[config.mk]
export PLATFORM = sky130hd
export DESIGN_NAME = gated_logic_pipe
export DESIGN_NICKNAME = d
export VERILOG_FILES = /design/src/rtl/gated_logic_pipe.sv
export SDC_FILE = /design/constraint.sdc
export NUM_CORES = 1
export LEC_CHECK = 0
export CAP_MARGIN = 0
export CORE_ASPECT_RATIO = 1.1
export CORE_MARGIN = 4
export CORE_UTILIZATION = 47
export DETAILED_ROUTE_END_ITERATION = 8
export PLACE_DENSITY = 0.87
export SKIP_CTS_REPAIR_TIMING = 1
export SLEW_MARGIN = 20
export SYNTH_ARGS = -nofsm -noshare
export SYNTH_HDL_FRONTEND = slang
export SYNTH_SLANG_ARGS = --single-unit
[constraint.sdc]
create_clock -name clk -period 2.4 [get_ports clk]
set_input_delay 0.24 -clock clk [delete_from_list [all_inputs] [get_ports clk]]
set_output_delay 0.24 -clock clk [all_outputs]
set_load 0.05 [all_outputs]
[src/rtl/gated_logic_pipe.sv]
// gated_logic_pipe: multi-channel handshaked pipeline computing
//   y[c] = ((a[c] & b[c]) | hidden) ^ flip[c]
// when en[c] is set, or re-emitting the channel's last enabled result
// (its shadow) when en[c] is clear. It also keeps saturating per-channel
// counts of enabled updates.
// Optional build macro GATED_LOGIC_PIPE_HIDDEN_REG_EN adds a hidden_ld port.
// With it, the shared OR term comes from a loadable register instead of
// directly from the hidden input.
module gated_logic_pipe #(
  parameter int WIDTH    = 1,
  parameter int CHANNELS = 4,
  parameter int STAGES   = 1,
  parameter int CNT_W    = 8
) (
  input  logic                      clk,
  input  logic                      rst,
  input  logic                      in_valid,
  output logic                      in_ready,
  input  logic [CHANNELS-1:0]       en,
  input  logic [CHANNELS*WIDTH-1:0] a,
  input  logic [CHANNELS*WIDTH-1:0] b,
  input  logic [CHANNELS*WIDTH-1:0] flip,
  input  logic [WIDTH-1:0]          hidden,
`ifdef GATED_LOGIC_PIPE_HIDDEN_REG_EN
  input  logic                      hidden_ld,
`endif
  output logic                      out_valid,
  input  logic                      out_ready,
  output logic [CHANNELS*WIDTH-1:0] y,
  output logic [CHANNELS*CNT_W-1:0] upd_count
);

  localparam int DW = CHANNELS * WIDTH;

  logic                                stall;
  logic                                accept;
  logic [WIDTH-1:0]                    hidden_eff;
  logic [CHANNELS-1:0][WIDTH-1:0]      shadow;
  logic [CHANNELS-1:0][WIDTH-1:0]      res;
  logic [CHANNELS-1:0][CNT_W-1:0]      cnt;
  logic [DW-1:0]                       tail_data;
  logic                                tail_valid;

  // A stalled output register freezes the whole pipe, so no beat may enter.
  assign stall     = out_valid & ~out_ready;
  assign in_ready  = ~stall;
  assign accept    = in_valid & in_ready;
  assign upd_count = cnt;

`ifdef GATED_LOGIC_PIPE_HIDDEN_REG_EN
  logic [WIDTH-1:0] hidden_q;

  // Shared OR term register. An accept in the same cycle as a load still
  // sees the old value.
  always_ff @(posedge clk) begin
    if (rst)            hidden_q <= '0;
    else if (hidden_ld) hidden_q <= hidden;
  end

  assign hidden_eff = hidden_q;
`else
  assign hidden_eff = hidden;
`endif

  // Per-channel result: the live function when enabled, else the held shadow.
  always_comb begin
    // NOTE: default every always_comb output first so no path can infer a latch.
    res = '0;
    for (int c = 0; c < CHANNELS; c++) begin
      res[c] = en[c] ? (((a[c*WIDTH +: WIDTH] & b[c*WIDTH +: WIDTH]) | hidden_eff)
                        ^ flip[c*WIDTH +: WIDTH])
                     : shadow[c];
    end
  end

  // Shadows and counters change only on accept, independent of occupancy.
  // An en bit that is X reads as false in the if, so it does not count.
  always_ff @(posedge clk) begin
    // NOTE: sequential state uses non-blocking assignment only.
    if (rst) begin
      shadow <= '0;
      cnt    <= '0;
    end else if (accept) begin
      shadow <= res;
      for (int c = 0; c < CHANNELS; c++) begin
        if (en[c] && (cnt[c] != {CNT_W{1'b1}})) cnt[c] <= cnt[c] + CNT_W'(1);
      end
    end
  end

  if (STAGES == 0) begin : g_no_stage
    assign tail_data  = res;
    assign tail_valid = accept;
  end else begin : g_stages
    logic [DW-1:0]     stg_data [STAGES];
    logic [STAGES-1:0] stg_valid;

    // Intermediate registers shift together and hold when the output stalls.
    always_ff @(posedge clk) begin
      // NOTE: only valids need reset; data is never observed while its valid is 0.
      if (rst) begin
        stg_valid <= '0;
      end else if (!stall) begin
        stg_data[0]  <= res;
        stg_valid[0] <= accept;
        for (int i = 1; i < STAGES; i++) begin
          stg_data[i]  <= stg_data[i-1];
          stg_valid[i] <= stg_valid[i-1];
        end
      end
    end

    assign tail_data  = stg_data[STAGES-1];
    assign tail_valid = stg_valid[STAGES-1];
  end

  // Output register. y changes only when a valid beat arrives, so it holds
  // the last value across bubbles.
  always_ff @(posedge clk) begin
    if (rst) begin
      out_valid <= 1'b0;
      y         <= '0;
    end else if (!stall) begin
      out_valid <= tail_valid;
      if (tail_valid) y <= tail_data;
    end
  end

endmodule

* Word level (Yosys, flattened, before mapping)
Memories as Yosys holds them, arrays and structs flattened. A register that Yosys moved wholly into a read port is not among the register bits.
Cells that the tools add are included.
** Operators by class
- Add/subtract/negate cells :: 4
- Equality and inequality tests :: 4
- Muxes and demuxes :: 7
- Bitwise gates (word level) :: 16
- Reduce and logical (&&, ||, !) cells :: 9
** Operator list (number)
- 8-bit by 1-bit adder with 8-bit output, second input constant :: 4
- 8-bit inequality test, second input constant :: 4
- 2-bit AND reduction :: 5
- 1-bit 2-to-1 mux :: 7
- 1-bit AND :: 6
- 1-bit logical AND :: 4
- 1-bit OR :: 4
- 1-bit XOR :: 4
- 1-bit inverter :: 2
** Word-level totals
- Register bits :: 38
- Bits in writable memories :: 4
- Bits of input ports :: 21
- Output and inout port bits :: 38
- Memories kept :: 1
** Memories
- g_stages.stg_data :: depth 1, bits a word 4, read ports 1, clocked after memory_dff 1, write ports 1, RTL line 95 : logic [DW-1:0] stg_data [STAGES];

* Longest topological paths before layout
Gate-level depths: netlist of run 1.
- Depth in word-level cells :: 5
- Depth in mapped cells :: 6

* Worst setup path after synthesis of run 1
OpenSTA, ideal clock, no wires.
- Path kind :: reg-to-reg
- Start point :: reg cnt, in the netlist upd_count[24]
- End point :: reg cnt, in the netlist upd_count[29]
- Data arrival time :: 1884 ps
- Required time :: 2279 ps
- Setup slack :: 395 ps
- Cell stages (with the launch flop) :: 7
- Path buffers :: 1
- Period minus slack after synthesis :: 2005 ps
- Cell sequence :: dfxtp_1 > ha_1 > and2_1 > and4_4 > buf_6 > nor4_1 > mux2_2
** Between the ends
- Cells in the longest elaborated chain, start to end :: 3
- Elaborated cells on any way between the ends :: 4
** RTL lines
- start, declared :: RTL line 40 : logic [CHANNELS-1:0][CNT_W-1:0] cnt;
- start signal, assigned :: RTL line 82 : cnt <= '0;
- branches (longest 3 deep; another with 8-bit by 1-bit adder with 8-bit output)
Parallel ways; which one is timed is not known.
A chain may end at the register's enable or synchronous reset.

* Worst setup path after layout of run 1
- Start point :: in out_ready
- End point :: reg cnt, in the netlist upd_count[31]
** Between the ends
- Cells in the longest elaborated chain, start to end :: 5
** RTL lines
- start, declared :: RTL line 28 : input logic out_ready,
- 1-bit inverter :: RTL line 45 : assign stall = out_valid & ~out_ready;
- 1-bit AND :: RTL line 45
- 1-bit inverter (no line)
- 1-bit AND :: RTL line 47 : assign accept = in_valid & in_ready;
- 2-bit AND reduction (no line)
Every way passes these cells.

==> impl_metrics.env, run 1 <==
export IMPL_clock_root_buffer="sky130_fd_sc_hd__clkbuf_8"
export IMPL_synth_top_family_by_area="simple AND/OR/NAND/NOR gates"
export IMPL_drt_pre_antenna_iters=4
export IMPL_gr_usage_all_layers=0.172
export IMPL_via_count_of_the_first_global_routing_pass=1800
export IMPL_timing_final_crit_share=0.790
export IMPL_tritoncts_clock_tree="done"
export IMPL_synth_simple_gate_area_frac=0.224
export IMPL_chipHeight_um=78.2
export IMPL_arrival_ns=2.08
export IMPL_port_buffers=58
export IMPL_ir_worst_vdd_mv=0.338
export IMPL_switching_share=0.243
export IMPL_design_die_area_sq_um=5610
export IMPL_synthXorXnorAreaFrac=0.0291
export IMPL_proportion_of_register_bits_with_asynchronous_set_or_reset_after_synthesis=0
export IMPL_drt_iter0_drc=105
export IMPL_count_of_clock_tree_sinks=46
export IMPL_detailroute_via_count=1959
export IMPL_worst_slew_pin_transition_ns=0.526
export IMPL_synth_mux_area_frac=0.0517
export IMPL_fin_skew_ns=0.00345
export IMPL_syn2layout_area_growth_pct=35.5
export IMPL_critical_path_cell_chain="clkdlybuf4s50_1, nor2b_1, inv_2, buf_4, nand3_1, nor4_1, mux2_2"
export IMPL_synth_top_flop_cell="sky130_fd_sc_hd__dfxtp_1"
export IMPL_layout_core_utilization=0.661
export IMPL_detailedPlacementHpwl_um=3570
export IMPL_placement_rows=25
export IMPL_critical_path_endpoint_type="flop"
export IMPL_power_density_over_the_cells_nw_per_um2=549
export IMPL_netlist_area_sq_um=2100
export IMPL_power_frac_clock=0.340
export IMPL_max_freq_mhz=527
export IMPL_syn_area_per_cell_sq_um=8.92
export IMPL_maxCapViolCount=0
export IMPL_synth_compound_gate_area_share=0.182
export IMPL_p_leak_nw=0.956
export IMPL_grt_overflow=0
export IMPL_setup_viol=0
export IMPL_routed_via_density=5.58
export IMPL_clock_path_buffers=2
export IMPL_ys_seq_elements=46
export IMPL_path_clk_slew_ns=0.08
export IMPL_synth_cells=236
export IMPL_cts_max_level=2
export IMPL_power_share_combinational=0.137
export IMPL_route_final_wire_length_um=4870
export IMPL_timing_max_slew_rel_slack=0.648
export IMPL_placed_cells_incl_taps=343
export IMPL_delay_heaviest_family_cp="buffers and inverters"
export IMPL_hp_class="reg2reg"
export IMPL_totalNegativeSetupSlack_ns=0
export IMPL_grt_setup_unrepaired="false"
export IMPL_weighted_congestion_at_the_end_of_routability_driven_global_placement=0.748
export IMPL_final_total_power_w=0.00157
export IMPL_seqPwrFrac=0.523
export IMPL_min_period_ns=1.90
export IMPL_route_detailed_drc=0
export IMPL_fillers=345
export IMPL_synth_edff_count=4
export IMPL_timing_critical_path_required_ns=2.58
export IMPL_timing_worst_setup_path_type="in2reg"
export IMPL_synth_area_leader_cell="sky130_fd_sc_hd__dfxtp_1"
export IMPL_synth_warnings=0
export IMPL_crit_fanout=10
export IMPL_floorplan_core_area_sq_um=4320
export IMPL_num_antenna_cells=0
export IMPL_timing_max_transition_violations_final=0
export IMPL_die_width_um=71.8
export IMPL_antenna_found_initial=0
export IMPL_power_switching_w=0.000381
export IMPL_synth_top_cells_by_count="42 x sky130_fd_sc_hd__dfxtp_1, 36 x sky130_fd_sc_hd__a21oi_1, 19 x sky130_fd_sc_hd__nand3_1"
export IMPL_syn_num_nets=261
export IMPL_grt_start_max_net_pins=34
export IMPL_first_pass_grt_wire_length_um=7910
export IMPL_initial_utilization=0.488
export IMPL_synth_most_common_cell="sky130_fd_sc_hd__dfxtp_1"
export IMPL_nNetsFinal=321
export IMPL_io_pin_count=59
export IMPL_final_cells=351
export IMPL_final_layout_size_suffix_gt1_frac=0.0875
export IMPL_int_pwr_w=0.00119
export IMPL_crit_path_max_incr_delay_ns=0.46
export IMPL_hold_viol=0
export IMPL_drt_antenna_violating_nets=0
export IMPL_status="completed"
export IMPL_cpMaxStageDelayCell="sky130_fd_sc_hd__clkdlybuf4s50_1"
export IMPL_synth_yosys_seq_area_share=0.457
export IMPL_synth_area_leaders="sky130_fd_sc_hd__dfxtp_1 40%, sky130_fd_sc_hd__a21oi_1 8.6%, sky130_fd_sc_hd__edfxtp_1 5.7%"
export IMPL_crit_buf_inv=3
export IMPL_tritoncts_buffers=5
export IMPL_wl_per_cell_um=13.9
export IMPL_cp_start_kind="input port"
export IMPL_synth_lib_cells_used_distinct=31
export IMPL_netlist_area_leader_share=0.400
export IMPL_clock_insertion_delay_worst_skew_ns=0.29
export IMPL_synthAdderAreaFrac=0.0238
export IMPL_holdWs_ns=0.455
cells by family after synthesis:
logic type	after synthesis
flops	46
fa+ha+maj	4
xor+xnor	7
mux	10
compound gates	66
simple gates	88
buf+inv	15
final timing paths:
kind | startpoint | end | slack, ns | cells after the start
min | y[2] | y[2] | 0.45 | 2
max | out_ready | upd_count[31] | 0.50 | 7
min reg2reg | y[2] | y[2] | 0.45 | 2
max reg2reg | out_valid | upd_count[31] | 0.53 | 6
routing by layer:
layer,vias to the layer above,routed length [um],share of wire,track usage
met2,45,2440,0.50,0.312
met1,908,2140,0.44,0.197
met3,5,234,0.048,0.0307
li1,1001,-,-,-
met5,-,0,0,0
met4,0,58,0.012,0.0658
registers in the layout, indices dropped and copies added, names as in the netlist:
signal and count:
shadow 4, out_valid 1, g_stages.stg_valid 1, y 4, upd_count 32, g_stages.stg_data 4
placed cells by master, fill, tap and decap left out, types with 5 or more instances in the layout:
cell type / instances
sky130_fd_sc_hd__or4_1: 11
sky130_fd_sc_hd__mux2_2: 7
sky130_fd_sc_hd__dfxtp_1: 42
sky130_fd_sc_hd__o21ai_0: 11
sky130_fd_sc_hd__nand2_1: 16
sky130_fd_sc_hd__a21oi_1: 36
sky130_fd_sc_hd__nand4_1: 5
sky130_fd_sc_hd__o31ai_1: 11
sky130_fd_sc_hd__clkbuf_8: 8
sky130_fd_sc_hd__buf_4: 7
sky130_fd_sc_hd__or3_1: 9
sky130_fd_sc_hd__clkdlybuf4s50_1: 57
sky130_fd_sc_hd__nor2_1: 16
sky130_fd_sc_hd__nand3_1: 19
area by class of cell:
cell class,instances,area [sq um],area share
clock buffer,8,110,0.0386
inverter,4,15.0,0.00527
multi-input combinational,175,1070,0.377
sequential,46,961,0.337
tap,54,67.6,0.0237
timing repair buffer,64,623,0.219
power groups by stage:
stage,Clock [W],Sequential [W],Combinational (W)
global placement,0,0.000836,0.000210
floorplan,0,0.000880,0.0000850
global route,0.000577,0.000823,0.000232
CTS,0.000551,0.000820,0.000215
detailed placement,0,0.000837,0.000215
finish,0.000532,0.000819,0.000215
worst register-to-register path, stage by stage, from the launching register on:
cell and delay [ns]:
sky130_fd_sc_hd__dfxtp_1 0.31, sky130_fd_sc_hd__nor2b_1 0.17, sky130_fd_sc_hd__inv_2 0.15, sky130_fd_sc_hd__buf_4 0.18
sky130_fd_sc_hd__nand3_1 0.25, sky130_fd_sc_hd__nor4_1 0.34, sky130_fd_sc_hd__mux2_2 0.37
per-stage QoR:
stage | setup slack [ns] | instance area (sq um)
3_3_place_gp | 0.265 | 2740
2_1_floorplan | 0.395 | 2100
6_report | 0.503 | 2850
4_1_cts | 0.521 | 2850
3_5_place_dp | 0.215 | 2740
5_1_grt | 0.380 | 2850
Power figures use the tool's default switching activity.
==> run 2, diff against run 1 <==
clock period = 1.9 ns   (was 2.4 ns; I/O delays follow)
==> run 2 against run 1 <==
  * Critical path depth fell by 6
  * Via count increased by 3.3%
  * Clock power is 58% higher
  * Worst hold slack improved by 0.0020 ns
  * Sequential share of layout area shrank 1.2 points
  * Final area increased by 4.5%
  * Worst setup slack worse by 0.40 ns
  * Core utilization rose by 3.0 points
  * Cell count is 2.8% higher
==> impl_metrics.env, run 2 (synthesis results as in run 1) <==
export IMPL_port_buffers=58
export IMPL_cp_start_kind="flop"
export IMPL_grt_setup_unrepaired="false"
export IMPL_fillers=355
export IMPL_drt_antenna_violating_nets=0
export IMPL_crit_path_max_incr_delay_ns=0.86
export IMPL_worst_slew_pin_transition_ns=0.522
export IMPL_cpMaxStageDelayCell="sky130_fd_sc_hd__clkdlybuf4s50_1"
export IMPL_wl_per_cell_um=14.2
export IMPL_most_common_layout_cells="57 x sky130_fd_sc_hd__clkdlybuf4s50_1, 37 x sky130_fd_sc_hd__dfxtp_1, 36 x sky130_fd_sc_hd__a21oi_1"
export IMPL_holdWs_ns=0.457
export IMPL_timing_final_crit_share=0.946
export IMPL_route_detailed_drc=0
export IMPL_p_leak_nw=1.02
export IMPL_fin_skew_ns=0.00559
export IMPL_crit_buf_inv=1
export IMPL_tritoncts_buffers=5
export IMPL_grt_overflow=0
export IMPL_timing_worst_setup_path_type="reg2out"
export IMPL_mostFrequentLayoutCell="sky130_fd_sc_hd__clkdlybuf4s50_1"
export IMPL_placement_rows=25
export IMPL_detailroute_via_count=2023
export IMPL_timing_max_slew_rel_slack=0.651
export IMPL_nNetsFinal=331
export IMPL_path_clk_slew_ns=0.08
export IMPL_totalNegativeSetupSlack_ns=0
export IMPL_route_final_wire_length_um=5130
export IMPL_critical_path_endpoint_type="output pin"
export IMPL_num_antenna_cells=0
export IMPL_maxCapViolCount=0
export IMPL_syn2layout_area_growth_pct=41.6
export IMPL_timing_max_transition_violations_final=0
export IMPL_crit_fanout=7
export IMPL_hold_viol=0
export IMPL_design_die_area_sq_um=5610
export IMPL_gr_usage_all_layers=0.190
export IMPL_weighted_congestion_at_the_end_of_routability_driven_global_placement=0.821
export IMPL_clock_path_buffers=2
export IMPL_timing_critical_path_required_ns=1.71
export IMPL_count_of_clock_tree_sinks=46
export IMPL_detailedPlacementHpwl_um=3780
export IMPL_status="completed"
export IMPL_chipHeight_um=78.2
export IMPL_delay_heaviest_family_cp="buffers and inverters"
export IMPL_initial_utilization=0.488
export IMPL_grt_met3_usage=0.0282
export IMPL_drt_iter0_drc=137
export IMPL_layout_core_utilization=0.690
export IMPL_hp_class="reg2reg"
export IMPL_globalRouteMet2Util=0.332
export IMPL_grt_start_max_net_pins=21
export IMPL_ir_worst_vdd_mv=0.508
export IMPL_floorplan_core_area_sq_um=4320
export IMPL_via_count_of_the_first_global_routing_pass=1929
export IMPL_groute_layer_met1_usage=0.225
export IMPL_arrival_ns=1.61
export IMPL_io_pin_count=59
export IMPL_antenna_found_initial=0
export IMPL_busiest_layer="met2"
export IMPL_tritoncts_clock_tree="done"
export IMPL_routed_via_density=5.60
export IMPL_final_layout_size_suffix_gt1_frac=0.137
export IMPL_max_freq_mhz=557
export IMPL_die_width_um=71.8
export IMPL_critical_path_cell_chain="clkdlybuf4s50_1"
export IMPL_setup_viol=0
export IMPL_largest_register_ff_count=32
export IMPL_power_density_over_the_cells_nw_per_um2=727
export IMPL_cts_max_level=2
export IMPL_clock_root_buffer="sky130_fd_sc_hd__clkbuf_8"
export IMPL_clock_insertion_delay_worst_skew_ns=0.30
export IMPL_min_period_ns=1.80
export IMPL_first_pass_grt_wire_length_um=8630
export IMPL_drt_pre_antenna_iters=4
run 2: worst paths after layout:
path         depth (start not counted)    startpoint            end  slack [ns]
min                                  2          y[3]           y[3]        0.46
max reg2reg                          5     out_valid  upd_count[30]        0.14
min reg2reg                          2          y[3]           y[3]        0.46
max                                  1  upd_count[3]   upd_count[3]        0.10
run 2: layer usage:
metal,up-vias,share of wire
met3,9,0.035
li1,1019,-
met1,941,0.42
met5,-,0
met4,0,0.023
met2,54,0.52
run 2: layout make-up:
class,count,area [sq um],area share
Clock buffer,7,108,0.0361
Clock inverter,1,30.0,0.0101
Inverter,4,15.0,0.00504
Multi-Input combinational cell,175,1080,0.363
Sequential cell,46,967,0.325
Tap cell,54,67.6,0.0227
Timing Repair Buffer,74,711,0.239
run 2: power breakdown:
| part | switching [W] | internal [W] |
|---|---|---|
| combinational | 0.000156 | 0.000132 |
| sequential | 0.0000228 | 0.00101 |
| clock | 0.000333 | 0.000508 |
| total | 0.000511 | 0.00165 |
run 2: per-stage QoR:
| stage | setup WS (ns) | instances | total power [W] | cell area (sq um) |
|---|---|---|---|---|
| finish | 0.103 | 361 | 0.00217 | 2980 |
| global route | 0.00147 | 361 | 0.00225 | 2980 |
| CTS | 0.0860 | 361 | 0.00219 | 2970 |
| detailed placement | -0.114 | 353 | 0.00135 | 2840 |
| global placement | -0.00267 | 353 | 0.00134 | 2840 |
| floorplan | 0.00721 | 236 | 0.00122 | 2110 |
